File: src/rtl/fp_pkg.sv
// Shared constants and types for the sequential floating-point units.
// Default widths describe binary32; units override them via parameters.
package fp_pkg;

    localparam int FP_EXP_W = 8;
    localparam int FP_MAN_W = 23;
    localparam int FP_W = 1 + FP_EXP_W + FP_MAN_W;
    localparam int FP_DP_W = FP_MAN_W + 5;
    localparam int FP_SHIFT_MAX = FP_MAN_W + 3;
    localparam int FP_LZC_W = FP_MAN_W + 2;

    localparam logic [FP_W-1:0] FP_QNAN =
        {1'b0, {FP_EXP_W{1'b1}}, 1'b1, {(FP_MAN_W-1){1'b0}}};

    localparam int FLAG_INV = 3;
    localparam int FLAG_OVF = 2;
    localparam int FLAG_UNF = 1;
    localparam int FLAG_INX = 0;

    typedef enum logic [2:0] {
        IDLE,
        UNPACK,
        ALIGN,
        ADD,
        NORM,
        ROUND
    } state_t;

    typedef enum logic [1:0] {
        TAG_NONE,
        TAG_NAN,
        TAG_INF
    } tag_t;

endpackage

File: src/rtl/fp_addsub_seq_if.sv
// Start/done request bundle between the issuing controller and the FP adder.
interface fp_addsub_seq_if
    import fp_pkg::*;
#(
    parameter int EXP_W = FP_EXP_W,
    parameter int MAN_W = FP_MAN_W
);

    localparam int W = 1 + EXP_W + MAN_W;

    logic         start;
    logic         op;
    logic [W-1:0] a;
    logic [W-1:0] b;
    logic         busy;
    logic         done;
    logic [W-1:0] result;
    logic [3:0]   flags;

    modport master (
        output start, op, a, b,
        input  busy, done, result, flags
    );

    modport slave (
        input  start, op, a, b,
        output busy, done, result, flags
    );

endinterface

File: src/rtl/fp_lzc.sv
// Combinational leading-zero counter; an all-zero vector yields WIDTH.
module fp_lzc #(
    parameter int WIDTH = 25
) (
    input  logic [WIDTH-1:0]             vec,
    output logic [$clog2(WIDTH+1)-1:0]   count
);

    localparam int CW = $clog2(WIDTH + 1);

    always_comb begin
        count = CW'(WIDTH);
        for (int i = 0; i < WIDTH; i++) begin
            if (vec[i]) count = CW'(WIDTH - 1 - i);
        end
    end

endmodule

File: src/rtl/fp_addsub_seq.sv
// Multi-cycle IEEE-754 adder/subtractor, fixed 5-cycle latency,
// round-to-nearest-even with subnormal support and exception flags.
module fp_addsub_seq
    import fp_pkg::*;
#(
    parameter int EXP_W = FP_EXP_W,
    parameter int MAN_W = FP_MAN_W
) (
    input  logic            clk,
    input  logic            reset,
    fp_addsub_seq_if.slave  bus
);

    localparam int W    = 1 + EXP_W + MAN_W;
    localparam int DW   = MAN_W + 5;
    localparam int SMAX = MAN_W + 3;
    localparam int LZW  = MAN_W + 2;
    localparam int CW   = $clog2(LZW + 1);
    localparam int EXW  = EXP_W + 1;
    localparam logic [EXP_W-1:0] EMAX = '1;
    localparam logic [W-1:0] QNAN =
        {1'b0, EMAX, 1'b1, {(MAN_W-1){1'b0}}};

    state_t state, state_nx;

    logic [W-1:0]     ra, rb;
    logic             sa, sb;
    logic [EXP_W-1:0] ea, eb;
    logic [MAN_W:0]   ma, mb;
    tag_t             tag;
    logic             tag_sign;
    logic [DW-1:0]    mx, my, ms;
    logic [EXW-1:0]   ex, en;
    logic             sx, sub, both_neg;
    logic [DW-2:0]    mn;

    always_ff @(posedge clk) begin
        if (reset) state <= IDLE;
        else       state <= state_nx;
    end

    always_comb begin
        state_nx = state;
        unique case (state)
            IDLE:    if (bus.start) state_nx = UNPACK;
            UNPACK:  state_nx = ALIGN;
            ALIGN:   state_nx = ADD;
            ADD:     state_nx = NORM;
            NORM:    state_nx = ROUND;
            ROUND:   state_nx = IDLE;
            default: state_nx = IDLE;
        endcase
    end

    assign bus.busy = (state != IDLE);

    logic [EXP_W-1:0] fa_e, fb_e;
    logic fa_z, fb_z, fa_nan, fb_nan, fa_inf, fb_inf;

    always_comb begin
        fa_e   = ra[W-2 -: EXP_W];
        fb_e   = rb[W-2 -: EXP_W];
        fa_z   = (fa_e == '0);
        fb_z   = (fb_e == '0);
        fa_nan = (fa_e == EMAX) && (ra[MAN_W-1:0] != '0);
        fb_nan = (fb_e == EMAX) && (rb[MAN_W-1:0] != '0);
        fa_inf = (fa_e == EMAX) && (ra[MAN_W-1:0] == '0);
        fb_inf = (fb_e == EMAX) && (rb[MAN_W-1:0] == '0);
    end

    logic             a_big, s_big;
    logic [EXP_W-1:0] e_big, e_sml;
    logic [MAN_W:0]   m_big, m_sml;
    logic [31:0]      diff, sh;
    logic [2*DW-1:0]  wide;
    logic [DW-1:0]    aligned;

    // The smaller operand is shifted in a double-width window so every
    // bit that falls off the right edge can be folded into sticky.
    always_comb begin
        a_big   = {ea, ma} >= {eb, mb};
        e_big   = a_big ? ea : eb;
        e_sml   = a_big ? eb : ea;
        m_big   = a_big ? ma : mb;
        m_sml   = a_big ? mb : ma;
        s_big   = a_big ? sa : sb;
        diff    = 32'(e_big - e_sml);
        sh      = (diff > 32'(SMAX)) ? 32'(SMAX) : diff;
        wide    = {1'b0, m_sml, 3'b000, {DW{1'b0}}} >> sh;
        aligned = wide[2*DW-1:DW]
                | {{(DW-1){1'b0}}, |wide[DW-1:0]};
    end

    logic [CW-1:0]  lz;
    logic [EXW-1:0] lz_e, lim, nsh, n_e;
    logic [DW-2:0]  n_m;

    fp_lzc #(.WIDTH(LZW)) u_lzc (
        .vec   (ms[DW-2:2]),
        .count (lz)
    );

    // Left shift stops at exponent 1 so tiny results stay subnormal.
    always_comb begin
        lz_e = EXW'(lz);
        lim  = ex - EXW'(1);
        nsh  = (lz_e < lim) ? lz_e : lim;
        if (ms[DW-1]) begin
            n_m = {ms[DW-1:2], |ms[1:0]};
            n_e = ex + EXW'(1);
        end else begin
            n_m = ms[DW-2:0] << nsh;
            n_e = ex - nsh;
        end
    end

    logic             rg, rr, rs, up, hid, inx, sgn;
    logic [MAN_W+1:0] mr;
    logic [MAN_W-1:0] frac;
    logic [EXW-1:0]   er;
    logic [W-1:0]     r_word;
    logic [3:0]       r_flags;

    always_comb begin
        rg = mn[2];
        rr = mn[1];
        rs = mn[0];
        up = rg & (rr | rs | mn[3]);
        mr = {1'b0, mn[DW-2:3]} + (MAN_W+2)'(up);
        if (mr[MAN_W+1]) begin
            hid  = 1'b1;
            frac = '0;
            er   = en + EXW'(1);
        end else begin
            hid  = mr[MAN_W];
            frac = mr[MAN_W-1:0];
            er   = en;
        end
        inx = rg | rr | rs;
        sgn = (mn == '0) ? both_neg : sx;
        r_word = {sgn, hid ? er[EXP_W-1:0] : {EXP_W{1'b0}}, frac};
        r_flags = '0;
        r_flags[FLAG_INX] = inx;
        r_flags[FLAG_UNF] = ~hid & inx;
        if (hid && (er >= EXW'(EMAX))) begin
            r_word = {sgn, EMAX, {MAN_W{1'b0}}};
            r_flags = '0;
            r_flags[FLAG_OVF] = 1'b1;
            r_flags[FLAG_INX] = 1'b1;
        end
        if (tag == TAG_NAN) begin
            r_word = QNAN;
            r_flags = '0;
            r_flags[FLAG_INV] = 1'b1;
        end else if (tag == TAG_INF) begin
            r_word = {tag_sign, EMAX, {MAN_W{1'b0}}};
            r_flags = '0;
        end
    end

    always_ff @(posedge clk) begin
        if (reset) begin
            bus.done   <= 1'b0;
            bus.result <= '0;
            bus.flags  <= '0;
        end else begin
            bus.done <= 1'b0;
            case (state)
                IDLE: if (bus.start) begin
                    ra <= bus.a;
                    rb <= {bus.b[W-1] ^ bus.op, bus.b[W-2:0]};
                end
                UNPACK: begin
                    sa <= ra[W-1];
                    sb <= rb[W-1];
                    ea <= fa_z ? EXP_W'(1) : fa_e;
                    eb <= fb_z ? EXP_W'(1) : fb_e;
                    ma <= {~fa_z, ra[MAN_W-1:0]};
                    mb <= {~fb_z, rb[MAN_W-1:0]};
                    tag_sign <= fa_inf ? ra[W-1] : rb[W-1];
                    if (fa_nan | fb_nan
                        | (fa_inf & fb_inf & (ra[W-1] ^ rb[W-1])))
                        tag <= TAG_NAN;
                    else if (fa_inf | fb_inf)
                        tag <= TAG_INF;
                    else
                        tag <= TAG_NONE;
                end
                ALIGN: begin
                    mx       <= {1'b0, m_big, 3'b000};
                    my       <= aligned;
                    ex       <= {1'b0, e_big};
                    sx       <= s_big;
                    sub      <= sa ^ sb;
                    both_neg <= sa & sb;
                end
                ADD: ms <= sub ? mx - my : mx + my;
                NORM: begin
                    mn <= n_m;
                    en <= n_e;
                end
                ROUND: begin
                    bus.result <= r_word;
                    bus.flags  <= r_flags;
                    bus.done   <= 1'b1;
                end
                default: ;
            endcase
        end
    end

endmodule
File: src/flat_wrapper.sv
// flat-port wrapper written by rule: the top's interface ports become plain ports
module fp_addsub_seq_flat import fp_pkg::*;
#(
    parameter int EXP_W = FP_EXP_W,
    parameter int MAN_W = FP_MAN_W
)
  (clk, reset, bus_start, bus_op, bus_a, bus_b, bus_busy, bus_done, bus_result, bus_flags);
  fp_addsub_seq_if #(.EXP_W(EXP_W), .MAN_W(MAN_W)) bus_i ();
  input  logic clk;
  input  logic reset;
  input wire logic [$bits(bus_i.start)-1:0] bus_start;
  input wire logic [$bits(bus_i.op)-1:0] bus_op;
  input wire logic [$bits(bus_i.a)-1:0] bus_a;
  input wire logic [$bits(bus_i.b)-1:0] bus_b;
  output wire logic [$bits(bus_i.busy)-1:0] bus_busy;
  output wire logic [$bits(bus_i.done)-1:0] bus_done;
  output wire logic [$bits(bus_i.result)-1:0] bus_result;
  output wire logic [$bits(bus_i.flags)-1:0] bus_flags;
  assign bus_i.start = bus_start;
  assign bus_i.op = bus_op;
  assign bus_i.a = bus_a;
  assign bus_i.b = bus_b;
  assign bus_busy = bus_i.busy;
  assign bus_done = bus_i.done;
  assign bus_result = bus_i.result;
  assign bus_flags = bus_i.flags;
  fp_addsub_seq #(.EXP_W(EXP_W), .MAN_W(MAN_W)) u_core (.clk(clk), .reset(reset), .bus(bus_i));
endmodule
File: config.mk
export PLATFORM = sky130hd
export DESIGN_NAME = fp_addsub_seq_flat
export DESIGN_NICKNAME = d
export VERILOG_FILES = /design/src/rtl/fp_pkg.sv /design/src/rtl/fp_addsub_seq_if.sv /design/src/rtl/fp_lzc.sv /design/src/rtl/fp_addsub_seq.sv /design/src/flat_wrapper.sv
export SDC_FILE = /design/constraint.sdc
export NUM_CORES = 1
export LEC_CHECK = 0
export ABC_CLOCK_PERIOD_IN_PS = 7800
export CORE_MARGIN = 3
export CORE_UTILIZATION = 45
export CTS_CLUSTER_DIAMETER = 60
export DETAILED_ROUTE_END_ITERATION = 10
export DONT_BUFFER_PORTS = 1
export PLACE_DENSITY = 0.62
export SLEW_MARGIN = 20
export SYNTH_ARGS = -nofsm -noshare
export SYNTH_HDL_FRONTEND = slang
export SYNTH_SLANG_ARGS = --single-unit
File: constraint.sdc
create_clock -name clk -period 7.8 [get_ports clk]
set_input_delay 0 -clock clk [delete_from_list [all_inputs] [get_ports clk]]
set_output_delay 0 -clock clk [all_outputs]
set_load 0.005 [all_outputs]
==> results of run 1 <==
==> cell usage in the layout (no fill, tap or decap), types with 45 or more instances in the layout <==
master	synthesis	routed
nand2_1	191	190
nand3_1	45	45
a21oi_1	114	114
nor2_1	162	161
ha_1	99	99
mux2i_1	94	93
inv_1	118	118
xnor2_1	45	45
o21ai_0	130	128
edfxtp_1	259	259
dlygate4sd3_1	0	68
==> metrics by stage <==
| stage | cells | area (um^2) | util, % | hold slack (ns) |
|---|---|---|---|---|
| 2_1_floorplan | 1917 | 18700 | - | 0.0989 |
| 5_1_grt | 2509 | 21100 | 51.5 | 0.0587 |
| 3_5_place_dp | 2372 | 19200 | 46.9 | 0.0778 |
| 6_report | 2509 | 21100 | 51.5 | 0.0648 |
| 3_3_place_gp | 2372 | 19200 | 46.9 | 0.0757 |
| 4_1_cts | 2509 | 21100 | 51.4 | 0.0386 |
==> repair_timing <==
action	CTS	global route
hold buffers	69	0
resized for setup	0	0
hold endpoints to repair	144	0
==> sequential cells by signal (all words and copies together), names as in the netlist, 2 cells and up <==
register / cells
u_core.bus.result: 32
u_core.ra: 32
u_core.rb: 32
u_core.ms: 28
u_core.mn: 27
u_core.my: 27
u_core.ma: 24
u_core.mb: 24
u_core.mx: 24
u_core.en: 9
u_core.ea: 8
u_core.eb: 8
u_core.ex: 8
u_core.bus.flags: 4
u_core.state: 3
u_core.tag: 2
==> cells by family after synthesis <==
kind of cell	count (synthesis)	share of synthesized area, %
mux	113	6.23
flops	299	45.9
simple gates	601	15.1
compound gates	512	17.9
fa+ha+maj	101	6.84
buf+inv	219	4.73
xor+xnor	72	3.37
==> cell type report <==
| class | instances | area (um^2) | share of cell area, % |
|---|---|---|---|
| clock buffers | 49 | 981 | 4.66 |
| clock inverters | 19 | 196 | 0.933 |
| inverters | 119 | 447 | 2.12 |
| multi-input cells | 1399 | 9320 | 44.2 |
| flip-flops and latches | 299 | 8580 | 40.7 |
| well taps | 532 | 666 | 3.16 |
| repair buffers | 92 | 873 | 4.15 |
==> layer usage <==
metal  share of wire (%)  GRT usage (%)  vias to the layer above
li1                    -              -                     7189
met1                  42           28.1                     7042
met2                  50           41.0                      424
met3                 4.2           3.08                      110
met4                 3.5           8.64                        2
met5               0.025              0                        -
==> worst paths after layout <==
check	from	endpoint	slack, ns
max reg2reg	u_core.ea[0]$_SDFFCE_PN1P_	u_core.my[0]$_DFFE_PP_	0.64
max	u_core.ea[0]$_SDFFCE_PN1P_	u_core.my[0]$_DFFE_PP_	0.64
min reg2reg	u_core.rb[12]$_DFFE_PP_	u_core.mb[12]$_DFFE_PP_	0.45
min	bus_a[14]	u_core.ra[14]$_DFFE_PP_	0.06
==> where the power goes <==
group	switching, W	internal [W]
Combinational	0.000370	0.000200
Clock	0.000679	0.000968
Sequential	0.0000398	0.00181
Total	0.00109	0.00298
==> worst max-delay path: stages (launching register included) <==
cell	delay, ns
edfxtp_1	0.42
ha_1	0.54
nand4_1	0.23
nor4_4	0.37
a221oi_2	0.13
and2_1	0.27
o21ai_4	0.10
mux2_2	0.35
ha_1	0.18
a211oi_1	0.35
a21oi_1	0.15
o21ai_0	0.22
xor2_1	0.56
o221a_1	0.89
and3_1	0.80
a32oi_1	0.27
a22oi_1	0.34
o221ai_1	0.19
o41ai_1	0.39
nand3_1	0.11
==> cell usage after synthesis (45+ instances only) <==
master | count | area, um^2
edfxtp_1 | 259 | 7780
nand3_1 | 45 | 225
xnor2_1 | 45 | 394
clkbuf_1 | 73 | 274
mux2i_1 | 94 | 941
ha_1 | 99 | 1240
o21ai_0 | 130 | 651
nor3_1 | 45 | 225
nand2_1 | 191 | 717
nor2_1 | 162 | 608
inv_1 | 118 | 443
a21oi_1 | 114 | 571
==> impl_summary.md, run 1 <==
Outcome
The flow ran to the end, and the final reports show no timing, DRC or antenna violations.

Logic synthesis
The post-synthesis register bit count is 299. During synthesis, Yosys emitted a total of 0 warnings. The share of the yosys chip area belonging to registers is 45.9%. In the synthesized netlist, the number of instances is 1,917. Counting every net in the synthesized netlist gives 2,086. The async set-reset flop share out of synthesis is 0%. Counting flops with a built-in enable in the synthesized netlist gives 259. The average cell area after synthesis is 9.76 um^2.

The mapped netlist covers 18,700 um^2. Yosys mapped the design onto 85 distinct sky130hd cell types. Among all flip-flop cells after synthesis, the most frequent one is edfxtp_1.

Placed design
Routability-driven placement finished with a final weighted congestion of 0.902. The worst slack at placement is 0.798 ns. The number of input and output port buffers inserted is 0. The estimated wirelength of the detail-placed design is 39.0 mm.

Routing
The number of nets still failing antenna checks after routing is 0. Dividing the detail-routed wire length by the instance count gives 20.5 um. The number of vias in the routed layout is 14,767. In this run, the number of DRC markers left after iteration 0 of detailed routing was 951. For this block, the routed nets add up to 51.4 mm of wire. The first detailed-routing pass took 6 iterations. The number of remaining DRC errors is 0. The mean number of vias per cell is 5.89.

Floorplan
Row generation in the floorplan step produced 74 rows. The die boundary width is 210 um. The region available for standard cell placement spans 40,900 um^2. Measured along the y axis, the die boundary spans 210 um.

The effective utilization at floorplan is 45.7%. The full die area is 44,000 um^2. The number of top-level pins is 106.

Timing
The final-report max-slew violation count is 0. The worst-case clock skew is 0.0213 ns. Based on the critical path, the design can be clocked at up to 0.140 GHz.

The worst-case setup margin in the final layout is 0.643 ns. The worst relative slew slack is 31.2%. The setup TNS is 0 ns.

The number of failing hold endpoints at the final stage was 0. At the pin with the least slew margin, the transition time is 1.02 ns. Setup repair after global routing left no endpoint under its margin. The number of setup violations in the final report is 0.

For the finished layout, the period the worst path requires is 7.16 ns. After layout, the worst path uses 91.8% of the clock period.

Final layout
The number of antenna diodes in the final layout is 0. The synthesis-to-finish area growth is 12.6%. The fraction of layout cells with a size suffix above 1 is 6.88%. The final net count is 2,117.

The filler cells instantiated in the layout total 3,689.

Clocking
CTS placed an instance of clkbuf_16 at the clock tree root. The clock tree from TritonCTS is yes. The number of buffers added for setup after CTS is 0. In this run the number of H-tree levels came out at 2.

The worst-case clock buffer depth is 3. The clock insertion delay at the later pin of the skew report is 0.55 ns. After clock tree synthesis, the clock-pin slew on the worst setup and hold paths is 0.06 ns. Counting the buffers created by CTS gives 37. For this design, the sink count on the clock tree is 299.

Setup path
The kind of critical path is flop to flop. STA puts the critical path data required time at 8.08 ns. The sort of element at the end of the critical path is a flop. The arrival time of the worst setup path is 7.44 ns. STA classifies the critical path startpoint as a flop. The worst register-to-register path has a depth of 19. Of all nets on the critical path, the largest fanout is 19.

Power
The static leakage is 7.98 nW. The largest vdd supply drop is 208 uV. Dividing total power by cell area gives a power density of 193 nW/um^2. The design draws 0.00406 W.

Job
The number of violations of the max-capacitance limit is 0.

Global route
The total routing resource utilization after global routing is 22.9%. Entering global routing, the biggest net connects 77 pins. Global routing finished with a remaining overflow of 0.

The number of global-route vias before repair is 14,555. The initial antenna violation count is 1. The first global-routing pass estimated 80.2 mm of wire.

Worst hold path
Along the worst hold path, the cell count comes to 1. The worst hold path belongs to the class input pin to flop.
(Power assumes the default switching activity.)
==> run 2, diff against run 1 <==
--- a/config.mk
+++ b/config.mk
@@ -5,13 +5,14 @@
 export SDC_FILE = /design/constraint.sdc
 export NUM_CORES = 1
 export LEC_CHECK = 0
-export ABC_CLOCK_PERIOD_IN_PS = 7800
+export ABC_CLOCK_PERIOD_IN_PS = 8300
 export CORE_MARGIN = 3
 export CORE_UTILIZATION = 45
 export CTS_CLUSTER_DIAMETER = 60
 export DETAILED_ROUTE_END_ITERATION = 10
 export DONT_BUFFER_PORTS = 1
 export PLACE_DENSITY = 0.62
+export SKIP_CTS_REPAIR_TIMING = 1
 export SLEW_MARGIN = 20
 export SYNTH_ARGS = -nofsm -noshare
 export SYNTH_HDL_FRONTEND = slang
==> constraint.sdc (replaced) <==
create_clock -name clk -period 8.3 [get_ports clk]
set_input_delay 0 -clock clk [delete_from_list [all_inputs] [get_ports clk]]
set_output_delay 0 -clock clk [all_outputs]
set_load 0.005 [all_outputs]
==> run 2 against run 1 <==
Compared with the run above:
- critical path depth rose by 2
- combinational power fell by 5.6%
- global-route usage decreased by 0.40 points
- final area down 0.24%
- die area unchanged
- sequential share of layout area increased by 0.097 points
- critical path type unchanged
- largest power group unchanged
==> impl_summary.md, run 2 (synthesis results as in run 1) <==
Placed design
The number of cells in the design after placement is 2,375. The number of input and output port buffers inserted is 0. After detailed placement, the total cell area comes to 19,200 um^2. The placer congestion estimate is 0.921.

Detailed placement ended at an HPWL of 38.6 mm.

Timing
The period utilization is 81.4%. The transition at the pin with the smallest max-transition slack is 0.968 ns. Summed over all failing endpoints, the final setup total negative slack is 0 ns. The number of failing hold endpoints at the final stage is 0. The post-route worst hold slack is 0.0722 ns. Headroom to the max-slew limit came out at 34.9%. Setup repair after global routing left no endpoint under its margin. The shortest clock period the worst path allows after layout is 6.76 ns. Static timing analysis puts the maximum clock frequency at 0.148 GHz. The final-report max-slew violation count is 0.

Setup violations remaining at the end of the flow were counted as 0. The worst-case clock skew is 0.0233 ns.

Worst hold path
The min-delay analysis places its worst path in the category input pin to flop.

Power
IR analysis of the VDD net gives a maximum drop of 164 uV. The analysis attributes to cell leakage a power of 7.97 nW. Dividing total power by cell area gives a power density of 178 nW/um^2.

Final layout
The final antenna diode count is 0. The most frequent standard cell in the layout excluding fill and tap cells is edfxtp_1. The largest registers in the layout are u_core.bus.result x32, u_core.ra x32, u_core.rb x32. In the final layout, the share of cells above drive strength 1 is 6.99%. Once layout is complete, the cells apart from fillers number 2,506.

In the layout the commonest cells are edfxtp_1, nand2_1, nor2_1. The post-route cell area is 21,000 um^2. The synthesis-to-finish area growth is 12.3%. Counting the fill cells in the layout gives 3,698. After the last flow step, the layout net total stands at 2,119. Once layout is complete, the utilization of the core stands at 51.3%.

Setup path
Counting both buffers and inverters, the worst setup path holds a total of 2. The sort of element at the end of the critical path is a flop. STA puts the critical path data required time at 8.65 ns. The kind of critical path is flop to flop. Of all nets on the critical path, the largest fanout is 19. The arrival time of the worst setup path is 7.11 ns.

The cell that appears most often on the critical path is o21ai_0. STA classifies the critical path startpoint as a flop. Walking the worst path, the cells encountered are ha_1 > nand4_1 > nor4_4 > a221oi_2 > and2_1 > o21ai_4 > mux2_2 > ha_1 > inv_1 > nor2_1 > a21oi_1 > a311oi_1 > o21ai_0 > o221a_1 > nand2_1 > buf_4 > o31ai_1 > o21ai_0 > o22ai_1 > nand3_1 > o21ai_0. The critical path's top delay family is compound AO/OA/AOI/OAI gates. The slowest stage of the critical path belongs to the cell o31ai_1. On the worst path, the slowest cell contributes a delay of 0.83 ns.

Clocking
The worst-case clock buffer depth is 3. The number of buffers created by CTS is 36. The clock reaches the later pin of the worst-skew pair after 0.55 ns. TritonCTS built the clock tree. The tree is rooted in a clkbuf_16.

In this run the number of H-tree levels came out at 2. The clock sink total is 299. The clock-pin slew of the registers on the worst-case setup and hold paths is 0.06 ns.

Global route
The initial antenna violation count is 0. The first global-routing pass estimated 78.3 mm of wire. The number of global-route vias before repair is 13,973. The total routing resource utilization after global routing is 22.5%. The leftover overflow at the end of global routing is 0. Entering global routing, the biggest net connects 77 pins.

Routing
The wire length after detailed routing is 51.2 mm. After the first detailed-routing iteration, the DRC count stood at 1,106. The number of remaining DRC errors is 0. The detail route stage leaves a number of antenna-violating nets equal to 0.

For this block, the via count after detailed routing is 14,683. After detailed routing, the number of vias per cell comes to 5.86. The pre-antenna-repair detailed-routing pass consisted of 5 iterations. The per-cell routed wire length is 20.4 um.

Outcome
The run finished with clean final reports.

Floorplan
The full die area is 44,000 um^2. Row generation in the floorplan step produced 74 rows. The core area is 40,900 um^2.

Once the floorplan was initialized, standard cells occupied 45.7% of the core. The overall die height is 210 um. Pin placement for this block handled 106 I/O pins.

The die boundary width is 210 um.

Job
The number of violations of the max-capacitance limit is 0.
==> run 2: cell types whose count changed in the layout (fill, tap and decap cells not counted), moves of 2 or more <==
| cell | before | now |
|---|---|---|
| clkinv_4 | 3 | 0 |
| clkbuf_1 | 11 | 5 |
| bufinv_16 | 2 | 0 |
| buf_4 | 23 | 26 |
| clkbuf_8 | 1 | 3 |
==> run 2: area by class of cell <==
cell class              count  area (um^2)  area share (%)
repair buffers             95          896            4.26
well taps                 532          666            3.17
inverters                 119          447            2.13
multi-input cells        1399         9320            44.4
clock buffers              46          991            4.72
clock inverters            16          114           0.542
flip-flops and latches    299         8580            40.8
==> run 2: layer usage <==
| layer | part of all wire [%] | global-route usage, % | routed length, um | vias up |
|---|---|---|---|---|
| li1 | - | - | - | 7173 |
| met1 | 42 | 28.3 | 21600 | 7005 |
| met2 | 50 | 39.0 | 25400 | 409 |
| met3 | 4.5 | 3.09 | 2310 | 96 |
| met4 | 3.7 | 9.45 | 1920 | 0 |
| met5 | 0 | 0 | 0 | - |
==> run 2: final timing paths <==
| check | from | endpoint | slack [ns] | depth (start not counted) |
|---|---|---|---|---|
| setup reg to reg | u_core.ea[0]$_SDFFCE_PN1P_ | u_core.my[4]$_SDFFCE_PP0P_ | 1.54 | 21 |
| setup / recovery | u_core.ea[0]$_SDFFCE_PN1P_ | u_core.my[4]$_SDFFCE_PP0P_ | 1.54 | 21 |
| hold / removal | bus_a[17] | u_core.ra[17]$_DFFE_PP_ | 0.07 | 1 |
| hold reg to reg | u_core.ra[15]$_DFFE_PP_ | u_core.ma[15]$_DFFE_PP_ | 0.45 | 0 |
==> run 2: per-stage QoR <==
step / worst slack, ns / total power (W)
finish: 1.54 / 0.00374
global route: 1.02 / 0.00390
CTS: 1.56 / 0.00375
detailed placement: 1.60 / 0.00227
global placement: 1.70 / 0.00227
floorplan: 1.84 / 0.00213
==> run 2: worst reg2reg max path: stages (launching register included) <==
cell	delay (ns)
edfxtp_1	0.42
ha_1	0.56
nand4_1	0.24
nor4_4	0.38
a221oi_2	0.12
and2_1	0.27
o21ai_4	0.10
mux2_2	0.35
ha_1	0.50
inv_1	0.26
nor2_1	0.10
a21oi_1	0.13
a311oi_1	0.06
o21ai_0	0.29
o221a_1	0.68
nand2_1	0.35
buf_4	0.28
o31ai_1	0.83
o21ai_0	0.17
o22ai_1	0.24
nand3_1	0.10
o21ai_0	0.14
==> run 2: power breakdown <==
part / internal [W] / switching, W / total [W]
combinational: 0.000190 / 0.000349 / 0.000539
sequential: 0.00170 / 0.0000369 / 0.00174
clock: 0.000852 / 0.000614 / 0.00147
==> run 3, diff against run 2 <==
--- a/config.mk
+++ b/config.mk
@@ -5,13 +5,14 @@
 export SDC_FILE = /design/constraint.sdc
 export NUM_CORES = 1
 export LEC_CHECK = 0
-export ABC_CLOCK_PERIOD_IN_PS = 8300
+export ABC_AREA = 1
+export ABC_CLOCK_PERIOD_IN_PS = 6000
 export CORE_MARGIN = 3
 export CORE_UTILIZATION = 45
 export CTS_CLUSTER_DIAMETER = 60
 export DETAILED_ROUTE_END_ITERATION = 10
 export DONT_BUFFER_PORTS = 1
-export PLACE_DENSITY = 0.62
+export PLACE_DENSITY = 0.64
 export SKIP_CTS_REPAIR_TIMING = 1
 export SLEW_MARGIN = 20
 export SYNTH_ARGS = -nofsm -noshare
==> constraint.sdc (replaced) <==
create_clock -name clk -period 6 [get_ports clk]
set_input_delay 0 -clock clk [delete_from_list [all_inputs] [get_ports clk]]
set_output_delay 0 -clock clk [all_outputs]
set_load 0.005 [all_outputs]
==> run 3 against run 2 <==
Compared with the run above:
- flip-flop and latch count unchanged
- power rose by 43%
- maximum frequency grew 29%
- non-clock buffer count fell by 8
- critical path type unchanged
- largest cell class unchanged
- largest power group unchanged
- highest routed layer unchanged
==> impl_summary.md, run 3 <==
Outcome
The run finished with clean final reports.

Timing
After layout, the minimum clock period comes to 5.25 ns. The final-report max-slew violation count was 0. Summed over all failing endpoints, the final setup total negative slack is 0 ns. The period utilization is 87.5%.

Derived from the worst setup path, the maximum achievable clock frequency is 0.191 GHz. Setup repair after global routing left no endpoint under its margin. The worst relative slew slack is 34.2%. The worst-case clock skew is 0.0314 ns. The number of failing hold endpoints at the final stage is 0. The transition at the pin with the smallest max-transition slack is 0.984 ns. The number of setup violations in the final report is 0.

Global route
The number of global-route vias before repair is 14,892. The total routing resource utilization after global routing is 22.3%. The leftover overflow at the end of global routing is 0. The largest net degree at the start of global routing is 97.

The first-pass GRT wire length is 78.2 mm. The initial antenna violation count is 0.

Logic synthesis
The number of warning messages in the yosys log is 0. Of all flip-flops after synthesis, the portion carrying an async set or reset was 0%. The average cell area after synthesis is 8.08 um^2. In the synthesized netlist the dominant register cell turns out to be edfxtp_1. By area the synthesized netlist is led by edfxtp_1, nand2_1, nand3_1. The synthesized design contains 259 enable-type register cells. When the netlist entered floorplanning its net count stood at 2,478.

The combined area of all synthesized cells is 18,700 um^2. The cell count after synthesis is 2,309. The share of synthesized area in the top cell type comes to 41.7%. The library cell with the highest instance count after synthesis is nand2_1. The commonest cells after synthesis are nand2_1, nand3_1, inv_1, edfxtp_1, o21ai_0. The share of the yosys chip area belonging to registers is 46.0%. Counting distinct cell types in the post-synthesis netlist gives 58. After synthesis the netlist holds a flip-flop and latch count of 299. The largest area contributor in the netlist is edfxtp_1.

Floorplan
The die is 210 um tall. The initial utilization of the core area, before any placement, comes to 46.2%. The core area is 40,400 um^2. The die boundary width is 210 um. The full die area is 44,000 um^2.

During I/O placement, the number of pins put on the boundary was 106. The initialized floorplan defines 73 standard-cell rows.

Placed design
The estimated wirelength of the detail-placed design is 39.0 mm. The instance area after placement is 19,100 um^2. The number of input and output port buffers inserted is 0. The placer congestion estimate is 1.01.

Final layout
Cells with a size suffix above 1 make up 5.28% of the layout. In the layout the commonest cells are nand2_1, nand3_1, inv_1. The synthesis-to-finish area growth is 12.2%. Leaving out fill and tap cells, the most frequent cell in the layout is nand2_1. In the final design database the tool counted 2,511 nets. The largest registers in the layout are u_core.bus.result x32, u_core.ra x32, u_core.rb x32. The post-route cell area is 20,900 um^2.

Clocking
After clock tree synthesis, the clock-pin slew on the worst setup and hold paths is 0.06 ns. The clock reaches the later pin of the worst-skew pair after 0.56 ns. The H-tree was split into 2 levels.

TritonCTS built the clock tree. The library cell used as clock root buffer is clkbuf_16. Counting the buffers created by CTS gives 36. In this run the deepest clock path goes through 3 buffers. The clock sink total is 299.

Power
The power per standard cell area is 256 nW/um^2. Across the VDD grid, the largest voltage drop is 258 uV. In this run the static leakage power is 8.94 nW.

Routing
For this block, the initial DRC count from the detailed router was 1,154. The number of remaining DRC errors is 0. After detailed routing, the number of vias per cell comes to 5.47. After detailed routing, the total wire length is 50.7 mm. The per-cell routed wire length is 17.5 um. The detailed-router iteration count before antenna repair is 6.

The count of nets left with antenna violations once routing finished came out at 0. The number of vias in the routed layout is 15,839.

Setup path
The arrival time of the worst setup path is 5.53 ns. In this run the worst path has a maximum fanout of 35. The largest stage delay on the critical path is 0.68 ns.

The slowest stage cell on the critical path is clkinv_1. The element type at the critical path start is a flop. The critical path in this run is classified as flop to flop. The worst setup path is captured at a flop.

The critical path required time is 6.28 ns. Among the stages of the critical path, the cell type that occurs most often is nand2_1.

Worst hold path
The worst min-delay path category is input pin to flop.

Job
The number of violations of the max-capacitance limit is 0.
==> run 3: per-stage QoR <==
stage / util (%) / setup WS (ns) / total power [W] / cells / hold slack (ns)
4_1_cts: 50.2 / 0.658 / 0.00537 / 2827 / -0.504
5_1_grt: 51.9 / 0.00692 / 0.00562 / 2894 / 0.0553
3_3_place_gp: 47.3 / 0.853 / 0.00325 / 2762 / 0.0723
2_1_floorplan: - / 0.224 / 0.00307 / 2309 / 0.0989
6_report: 51.9 / 0.751 / 0.00536 / 2895 / 0.0611
3_5_place_dp: 47.3 / 0.683 / 0.00326 / 2762 / 0.0743
==> run 3: routing by layer <==
layer,vias to the layer above,track usage [%],share of wire (%),wire (um)
met5,-,0,0,0
met4,0,11.3,5.4,2720
met3,136,3.06,5.1,2610
met2,505,38.6,48,24500
met1,7255,27.1,41,20800
li1,7943,-,-,-
==> run 3: worst max-delay path, delay by kind of cell (launching register included) <==
kind / cells / cell delay (ns)
buffers and inverters: 4 / 1.14
and+or+nand+nor: 25 / 2.86
DFF: 1 / 0.43
adders and majority gates: 2 / 0.54
==> run 3: area by class of cell <==
cell class	count	area, um^2
Fill cell	3803	19400
Multi-Input combinational cell	1644	8690
Sequential cell	299	8580
Inverter	274	1030
Clock buffer	45	977
Timing Repair Buffer	87	821
Tap cell	525	657
Clock inverter	20	186
Antenna cell	1	2.50
==> run 3: path summary, 6_finish.rpt <==
check | from | endpoint | slack, ns | cells after the start
hold reg to reg | u_core.ra[18]$_DFFE_PP_ | u_core.ma[18]$_DFFE_PP_ | 0.44 | 0
hold / removal | bus_b[1] | u_core.rb[1]$_DFFE_PP_ | 0.06 | 1
setup reg to reg | u_core.ea[6]$_SDFFCE_PN0P_ | u_core.my[0]$_DFFE_PP_ | 0.75 | 31
setup / recovery | u_core.ea[6]$_SDFFCE_PN0P_ | u_core.my[0]$_DFFE_PP_ | 0.75 | 31
==> run 3: kinds of logic after synthesis <==
kind of cell / after synthesis / synth area share [%]
and+or+nand+nor: 1141 / 26.8
buffers and inverters: 366 / 7.64
AOI/OAI and AO/OA: 351 / 10.3
DFF: 299 / 46.0
adders and majority gates: 101 / 6.85
xor gates and xnor gates: 46 / 2.16
muxes: 5 / 0.275
==> run 3: power by group <==
part           internal [W]  switching [W]
sequential          0.00238      0.0000522
clock               0.00123       0.000874
combinational      0.000271       0.000565
